File: src/rtl/fetch_pc_pkg.sv
// Shared definitions for the fetch PC generator: entry address, redirect
// source encoding, lane-index helper and fetch-width legality check.
package fetch_pc_pkg;

    localparam logic [31:0] ENT_START_DEF = 32'hBFC0_0000;
    localparam int unsigned INST_BYTES    = 4;

    // Where the next pc comes from, in priority order (highest last).
    typedef enum logic [2:0] {
        SRC_HOLD,
        SRC_SEQ,
        SRC_PEND,
        SRC_BRANCH,
        SRC_FLUSH
    } pc_src_e;

    function automatic bit fetch_w_legal(input int unsigned fetch_w);
        return (fetch_w == 1) || (fetch_w == 2) || (fetch_w == 4);
    endfunction

    // Index of the first addressed instruction inside its fetch block.
    function automatic int unsigned lane_idx(input logic [3:0] pc_lo,
                                             input int unsigned fetch_w);
        return 32'(pc_lo[3:2]) & (fetch_w - 32'd1);
    endfunction

endpackage

File: src/rtl/fetch_pc_if.sv
// Fetch request bus: redirect controls from the pipeline, grant from
// instruction memory, and the request the fetch stage presents.
interface fetch_pc_if #(
    parameter int unsigned ADDR_W  = 32,
    parameter int unsigned FETCH_W = 2
);
    logic              stall;
    logic              flush;
    logic [ADDR_W-1:0] new_pc;
    logic              bflag;
    logic [ADDR_W-1:0] baddr;
    logic              gnt;
    logic [ADDR_W-1:0] pc;
    logic              inst_en;
    logic [FETCH_W-1:0] lane_vld;
    logic              excp_iadel;

    modport master (
        input  stall, flush, new_pc, bflag, baddr, gnt,
        output pc, inst_en, lane_vld, excp_iadel
    );

    modport slave (
        output stall, flush, new_pc, bflag, baddr, gnt,
        input  pc, inst_en, lane_vld, excp_iadel
    );
endinterface

File: src/rtl/fetch_pc_redirect_buf.sv
// Holds a branch redirect that arrived while the fetch request was not
// transferred; the most recent branch overwrites an older one.
module fetch_pc_redirect_buf #(
    parameter int unsigned ADDR_W = 32
) (
    input  logic              clk,
    input  logic              rst_n,
    input  logic              set_i,
    input  logic              clr_i,
    input  logic [ADDR_W-1:0] addr_i,
    output logic              pend_vld_o,
    output logic [ADDR_W-1:0] pend_addr_o
);

    logic              vld_q, vld_d;
    logic [ADDR_W-1:0] addr_q, addr_d;

    // Clear wins over set; set while valid simply overwrites the target.
    always_comb begin
        vld_d  = vld_q;
        addr_d = addr_q;
        if (clr_i) begin
            vld_d = 1'b0;
        end else if (set_i) begin
            vld_d  = 1'b1;
            addr_d = addr_i;
        end
    end

    always_ff @(posedge clk or negedge rst_n) begin
        if (!rst_n) begin
            vld_q  <= 1'b0;
            addr_q <= '0;
        end else begin
            vld_q  <= vld_d;
            addr_q <= addr_d;
        end
    end

    assign pend_vld_o  = vld_q;
    assign pend_addr_o = addr_q;

endmodule

File: src/rtl/fetch_pc.sv
// Instruction fetch PC generator: sequential block fetch, branch and
// flush redirects, pending-branch capture and address-error detection.
module fetch_pc
    import fetch_pc_pkg::*;
#(
    parameter int unsigned       ADDR_W    = 32,
    parameter int unsigned       FETCH_W   = 2,
    parameter logic [ADDR_W-1:0] ENT_START = ADDR_W'(ENT_START_DEF)
) (
    input  logic       clk,
    input  logic       rst_n,
    fetch_pc_if.master bus_if
);

    localparam logic [ADDR_W-1:0] BLK_BYTES = ADDR_W'(INST_BYTES * FETCH_W);
    localparam logic [ADDR_W-1:0] BLK_MASK  = ~(BLK_BYTES - ADDR_W'(1));

    if (!fetch_w_legal(FETCH_W) || (ADDR_W < 4)) begin : g_bad_cfg
        $fatal(1, "fetch_pc: FETCH_W must be 1, 2 or 4 and ADDR_W at least 4");
    end

    logic [ADDR_W-1:0]  pc_q, pc_d;
    logic [ADDR_W-1:0]  seq_pc;
    logic [ADDR_W-1:0]  pend_addr;
    logic [FETCH_W-1:0] lane_vld;
    logic               pend_vld;
    logic               pend_set;
    logic               pend_clr;
    logic               iadel;
    logic               inst_en;
    logic               xfer;
    int unsigned        lane_ix;
    pc_src_e            src;

    assign iadel   = (pc_q[1:0] != 2'b00);
    assign inst_en = rst_n && !bus_if.stall && !iadel && !bus_if.flush;
    assign xfer    = inst_en && bus_if.gnt;
    assign seq_pc  = (pc_q & BLK_MASK) + BLK_BYTES;
    assign lane_ix = lane_idx(pc_q[3:0], FETCH_W);

    for (genvar i = 0; i < FETCH_W; i++) begin : g_lane
        assign lane_vld[i] = (32'(i) >= lane_ix);
    end

    // Redirect priority: flush, live branch, pending branch, sequential, hold.
    always_comb begin
        src = SRC_HOLD;
        if (bus_if.flush) begin
            src = SRC_FLUSH;
        end else if (xfer) begin
            if (bus_if.bflag) begin
                src = SRC_BRANCH;
            end else if (pend_vld) begin
                src = SRC_PEND;
            end else begin
                src = SRC_SEQ;
            end
        end
    end

    // A branch that cannot steer this cycle is parked until the next transfer.
    always_comb begin
        pc_d     = pc_q;
        pend_set = 1'b0;
        pend_clr = 1'b0;
        case (src)
            SRC_FLUSH: begin
                pc_d     = bus_if.new_pc;
                pend_clr = 1'b1;
            end
            SRC_BRANCH: begin
                pc_d     = bus_if.baddr;
                pend_clr = 1'b1;
            end
            SRC_PEND: begin
                pc_d     = pend_addr;
                pend_clr = 1'b1;
            end
            SRC_SEQ: begin
                pc_d = seq_pc;
            end
            default: begin
                pend_set = bus_if.bflag;
            end
        endcase
    end

    always_ff @(posedge clk or negedge rst_n) begin
        if (!rst_n) begin
            pc_q <= ENT_START;
        end else begin
            pc_q <= pc_d;
        end
    end

    fetch_pc_redirect_buf #(
        .ADDR_W (ADDR_W)
    ) u_redirect_buf (
        .clk         (clk),
        .rst_n       (rst_n),
        .set_i       (pend_set),
        .clr_i       (pend_clr),
        .addr_i      (bus_if.baddr),
        .pend_vld_o  (pend_vld),
        .pend_addr_o (pend_addr)
    );

    assign bus_if.pc         = pc_q;
    assign bus_if.inst_en    = inst_en;
    assign bus_if.lane_vld   = lane_vld;
    assign bus_if.excp_iadel = iadel;

endmodule
File: src/flat_wrapper.sv
// flat-port wrapper written by rule: the top's interface ports become plain ports
module fetch_pc_flat import fetch_pc_pkg::*;
#(
    parameter int unsigned       ADDR_W    = 32,
    parameter int unsigned       FETCH_W   = 2,
    parameter logic [ADDR_W-1:0] ENT_START = ADDR_W'(ENT_START_DEF)
)
  (clk, rst_n, bus_if_stall, bus_if_flush, bus_if_new_pc, bus_if_bflag, bus_if_baddr, bus_if_gnt, bus_if_pc, bus_if_inst_en, bus_if_lane_vld, bus_if_excp_iadel);
  fetch_pc_if #(.ADDR_W(ADDR_W), .FETCH_W(FETCH_W)) bus_if_i ();
  input  logic clk;
  input  logic rst_n;
  input wire logic [$bits(bus_if_i.stall)-1:0] bus_if_stall;
  input wire logic [$bits(bus_if_i.flush)-1:0] bus_if_flush;
  input wire logic [$bits(bus_if_i.new_pc)-1:0] bus_if_new_pc;
  input wire logic [$bits(bus_if_i.bflag)-1:0] bus_if_bflag;
  input wire logic [$bits(bus_if_i.baddr)-1:0] bus_if_baddr;
  input wire logic [$bits(bus_if_i.gnt)-1:0] bus_if_gnt;
  output wire logic [$bits(bus_if_i.pc)-1:0] bus_if_pc;
  output wire logic [$bits(bus_if_i.inst_en)-1:0] bus_if_inst_en;
  output wire logic [$bits(bus_if_i.lane_vld)-1:0] bus_if_lane_vld;
  output wire logic [$bits(bus_if_i.excp_iadel)-1:0] bus_if_excp_iadel;
  assign bus_if_i.stall = bus_if_stall;
  assign bus_if_i.flush = bus_if_flush;
  assign bus_if_i.new_pc = bus_if_new_pc;
  assign bus_if_i.bflag = bus_if_bflag;
  assign bus_if_i.baddr = bus_if_baddr;
  assign bus_if_i.gnt = bus_if_gnt;
  assign bus_if_pc = bus_if_i.pc;
  assign bus_if_inst_en = bus_if_i.inst_en;
  assign bus_if_lane_vld = bus_if_i.lane_vld;
  assign bus_if_excp_iadel = bus_if_i.excp_iadel;
  fetch_pc #(.ADDR_W(ADDR_W), .FETCH_W(FETCH_W), .ENT_START(ENT_START)) u_core (.clk(clk), .rst_n(rst_n), .bus_if(bus_if_i));
endmodule
File: config.mk
export PLATFORM = sky130hd
export DESIGN_NAME = fetch_pc_flat
export DESIGN_NICKNAME = d
export VERILOG_FILES = /design/src/rtl/fetch_pc_pkg.sv /design/src/rtl/fetch_pc_if.sv /design/src/rtl/fetch_pc_redirect_buf.sv /design/src/rtl/fetch_pc.sv /design/src/flat_wrapper.sv
export SDC_FILE = /design/constraint.sdc
export NUM_CORES = 1
export LEC_CHECK = 0
export ABC_AREA = 1
export CAP_MARGIN = 20
export CORE_MARGIN = 8
export CORE_UTILIZATION = 50
export CTS_BUF_LIST = sky130_fd_sc_hd__clkbuf_4
export CTS_CLUSTER_SIZE = 20
export DETAILED_ROUTE_END_ITERATION = 10
export GPL_TIMING_DRIVEN = 0
export MAX_ROUTING_LAYER = met4
export PLACE_DENSITY = 0.87
export SYNTH_ARGS = -nofsm -noshare
export SYNTH_HDL_FRONTEND = slang
export SYNTH_SLANG_ARGS = --single-unit
File: constraint.sdc
create_clock -name clk -period 2.2 [get_ports clk]
set_input_delay 0.33 -clock clk [delete_from_list [all_inputs] [get_ports clk]]
set_output_delay 0.33 -clock clk [all_outputs]
set_load 0.02 [all_outputs]
==> run_results.csv <==
group,metric,value,unit
yosys,yosysUniqueCellTypes,33,
pwr,p_leak,0.00272,uW
worst_setup_path,cp_max_fo,10,
finish,final_layout_size_suffix_gt1_share,7.87,%
run_status,status,"finished clean",
yosys,synth_fp_nets,712,
floorplanning,die_area,0.0119,mm^2
sta,relSlewSlack,48.3,%
yosys,synthTopCellsByArea,"dfrtp_1, nand2_1, inv_1",
yosys,yosysWarnings,0,
sta,final_max_slew_viol_count,0,
floorplanning,start_util,50.6,%
sta,finalSetupViolCount,0,
global_routing,grt_pass1_vias,4672,
yosys,yosys-top-cells-count,"nand2_1, inv_1, nor2_1, dfrtp_1, nand3_1",
yosys,yosysSeqAreaShare,37.7,%
pwr,ir_drop,0.319,mV
clocking,cts.sinks,65,
yosys,netlist_instances,641,
finish,antennaDiodeCount,0,
finish,ff_latch_area,0.00164,mm^2
worst_hold_path,min_from,"bus_if_baddr[6]",
floorplanning,row_count,34,
yosys,synth-edff-count,0,
worst_hold_path,hp-class,"input port to flip-flop",
floorplanning,ios,106,
routing,vias,4721,
yosys,yosys.area.top_type,"dfrtp_1",
sta,fmax,0.484,GHz
routing,drc,0,
global_routing,grt_usage,26.7,%
worst_setup_path,r2r-end,"u_core.bus_if.pc[21]",
global_routing,grt_pass1_wl,23700,um
routing,ant_nets,0,
worst_hold_path,min_to,"u_core.u_redirect_buf.pend_addr_o[6]",
floorplanning,coreArea,0.00859,mm^2
finish,nFillCells,757,
placed_design,io_buffers,103,
floorplanning,die_w,109,um
routing,vias_per_cell,5.43,
clocking,cts-root-buf,"clkbuf_4",
placed_design,dpl_cell_area,0.00551,mm^2
finish,final_util,66.3,%
clocking,clk_latency,0.43,ns
yosys,ys.flop_type,"dfrtp_1",
global_routing,antenna_found_initial,0,
clocking,cts_tree,"done",
worst_setup_path,rr_worst_depth,10,
worst_setup_path,start_kind,"flip-flop",
routing,dr.pass1.iters,5,
yosys,synth_seq_cells,65,
sta,worstMarginPinSlew,0.776,ns
sta,finalCritPeriodShare,94.0,%
placed_design,dp.final_hpwl,11800,um
yosys,syn_area_per_cell,6.78,um^2
sta,worst_clock_skew,0.0119,ns
global_routing,grt_max_degree,57,
routing,wl_per_cell,17.4,um
yosys,synth_area,0.00434,mm^2
flow_run,drv_cap,0,
yosys,synth_top_area_share,32.3,%
yosys,yosysMostFrequentCell,"nand2_1",
finish,instances_no_fill,870,
clocking,htree_num_levels,3,
pwr,power_density,566,mW/mm^2
clocking,clockBufferDepth,2,
finish,multi_input_area,0.00222,mm^2
worst_setup_path,end_kind,"primary output",
yosys,async_reset_ff_share,100,%
worst_hold_path,whs_path_depth,3,
global_routing,grt-ovfl-total,0,
sta,post-route-min-period,2.07,ns
finish,areaGrowthSynthToFinish,31.1,%
routing,drtIter0Drc,378,
worst_setup_path,worstSetupPathType,"flip-flop to primary output",
sta,grt_setup_unrepaired,"false",
worst_setup_path,reg2reg_from,"u_core.bus_if.pc[4]",
finish,finalInstanceArea,0.00570,mm^2
placed_design,place_inst,852,
placed_design,place_ws,-0.482,ns
clocking,cts_setup_buffers,0,
finish,num-nets-final,828,
placed_design,gp_congestion,0.929,
floorplanning,die_height,109,um
sta,hold_viol,0,
worst_setup_path,critPathRequiredTime,1.87,ns
clocking,clk_pin_slew_worst_paths,0.13,ns
worst_setup_path,critPathArrivalTime,1.74,ns
sta,timing.final.ws_setup,0.133,ns
worst_setup_path,reg2reg_slack,0.24,ns
clocking,cts_made_buffers,9,
routing,wl,15200,um
-- cells by family after synthesis --
kind of cell | Yosys count | share of synthesized area (%)
fa+ha+maj | 1 | 0.288
xor+xnor | 5 | 1.01
other cells | 1 | 0.0863
compound gates | 59 | 8.15
mux | 15 | 3.89
buf+inv | 111 | 11.1
flops | 65 | 37.7
simple gates | 384 | 37.8
-- per-layer routing --
layer / part of all wire (%) / GRT usage, % / wire [um] / vias to the layer above
met1: 42 / 32.0 / 6360 / 2196
met5: 0 / - / 0 / -
met2: 48 / 44.4 / 7300 / 235
li1: - / - / - / 2250
met4: 3.4 / 11.8 / 518 / 0
met3: 6.5 / 2.90 / 993 / 40
-- report_power, final --
part / switching (uW) / internal, uW
clock: 522 / 356
combinational: 452 / 384
sequential: 156 / 1360
total: 1130 / 2090
-- worst max-delay path: stages, from the launching register on --
cell and delay (ns):
dfrtp_1 0.44, nor2_2 0.17, nand2_2 0.13, nor2_8 0.20
dlygate4sd2_1 0.37
-- through the flow --
step / hold slack (ns) / TNS, ns / total power [uW]
2_1_floorplan: 0.0344 / 0 / 1910
3_3_place_gp: 0.467 / -264.31 / 2320
3_5_place_dp: 0.474 / -23.56 / 2350
4_1_cts: 0.464 / 0 / 3220
5_1_grt: 0.488 / 0 / 3360
6_report: 0.475 / 0 / 3220
-- layout make-up --
| type | count | share of cell area [%] |
|---|---|---|
| multi-input cells | 465 | 39.0 |
| flip-flops and latches | 65 | 28.8 |
| repair buffers | 105 | 18.8 |
| inverters | 89 | 5.87 |
| plain buffers | 22 | 2.61 |
| well taps | 108 | 2.37 |
| clock inverters | 7 | 1.34 |
| clock buffers | 9 | 1.19 |
-- layout by cell type, fill, tap and decap left out, drive strengths merged, types with 5 or more instances in the layout --
cell type	synthesis	routed
dfstp	9	9
clkdlybuf4s50	0	101
buf	18	20
a21oi	5	5
nand4	20	20
nand2	234	234
inv	89	92
clkbuf	4	13
o21ai	37	37
o221ai	11	11
dfrtp	56	56
mux2	15	15
nand3	42	42
nor2	83	83
-- flip-flops by register name (all words and copies together) (netlist names) --
name / flops
u_core.u_redirect_buf.pend_vld_o: 1
u_core.bus_if.pc: 32
u_core.u_redirect_buf.pend_addr_o: 32
-- how the worst max path moves through the flow --
stage	from	to	slack [ns]	depth (start not counted)
finish	u_core.bus_if.pc[1]	bus_if_inst_en	0.13	4
global route	u_core.bus_if.pc[1]	bus_if_inst_en	0.07	4
CTS	u_core.bus_if.pc[1]	bus_if_inst_en	0.10	4
detailed placement	rst_n	bus_if_inst_en	-0.48	4
global placement	rst_n	bus_if_inst_en	-2.87	4
floorplan	u_core.bus_if.pc[1]	u_core.u_redirect_buf.pend_addr_o[10]	0.47	7
-- what timing repair did --
| item | in CTS | in global routing |
|---|---|---|
| hold endpoints to repair | 56 | 0 |
| hold buffers | 2 | 0 |
| gates resized for setup | 3 | 0 |
| setup endpoints to repair | 3 | 0 |
No activity file was read; power rests on OpenSTA's default activity.
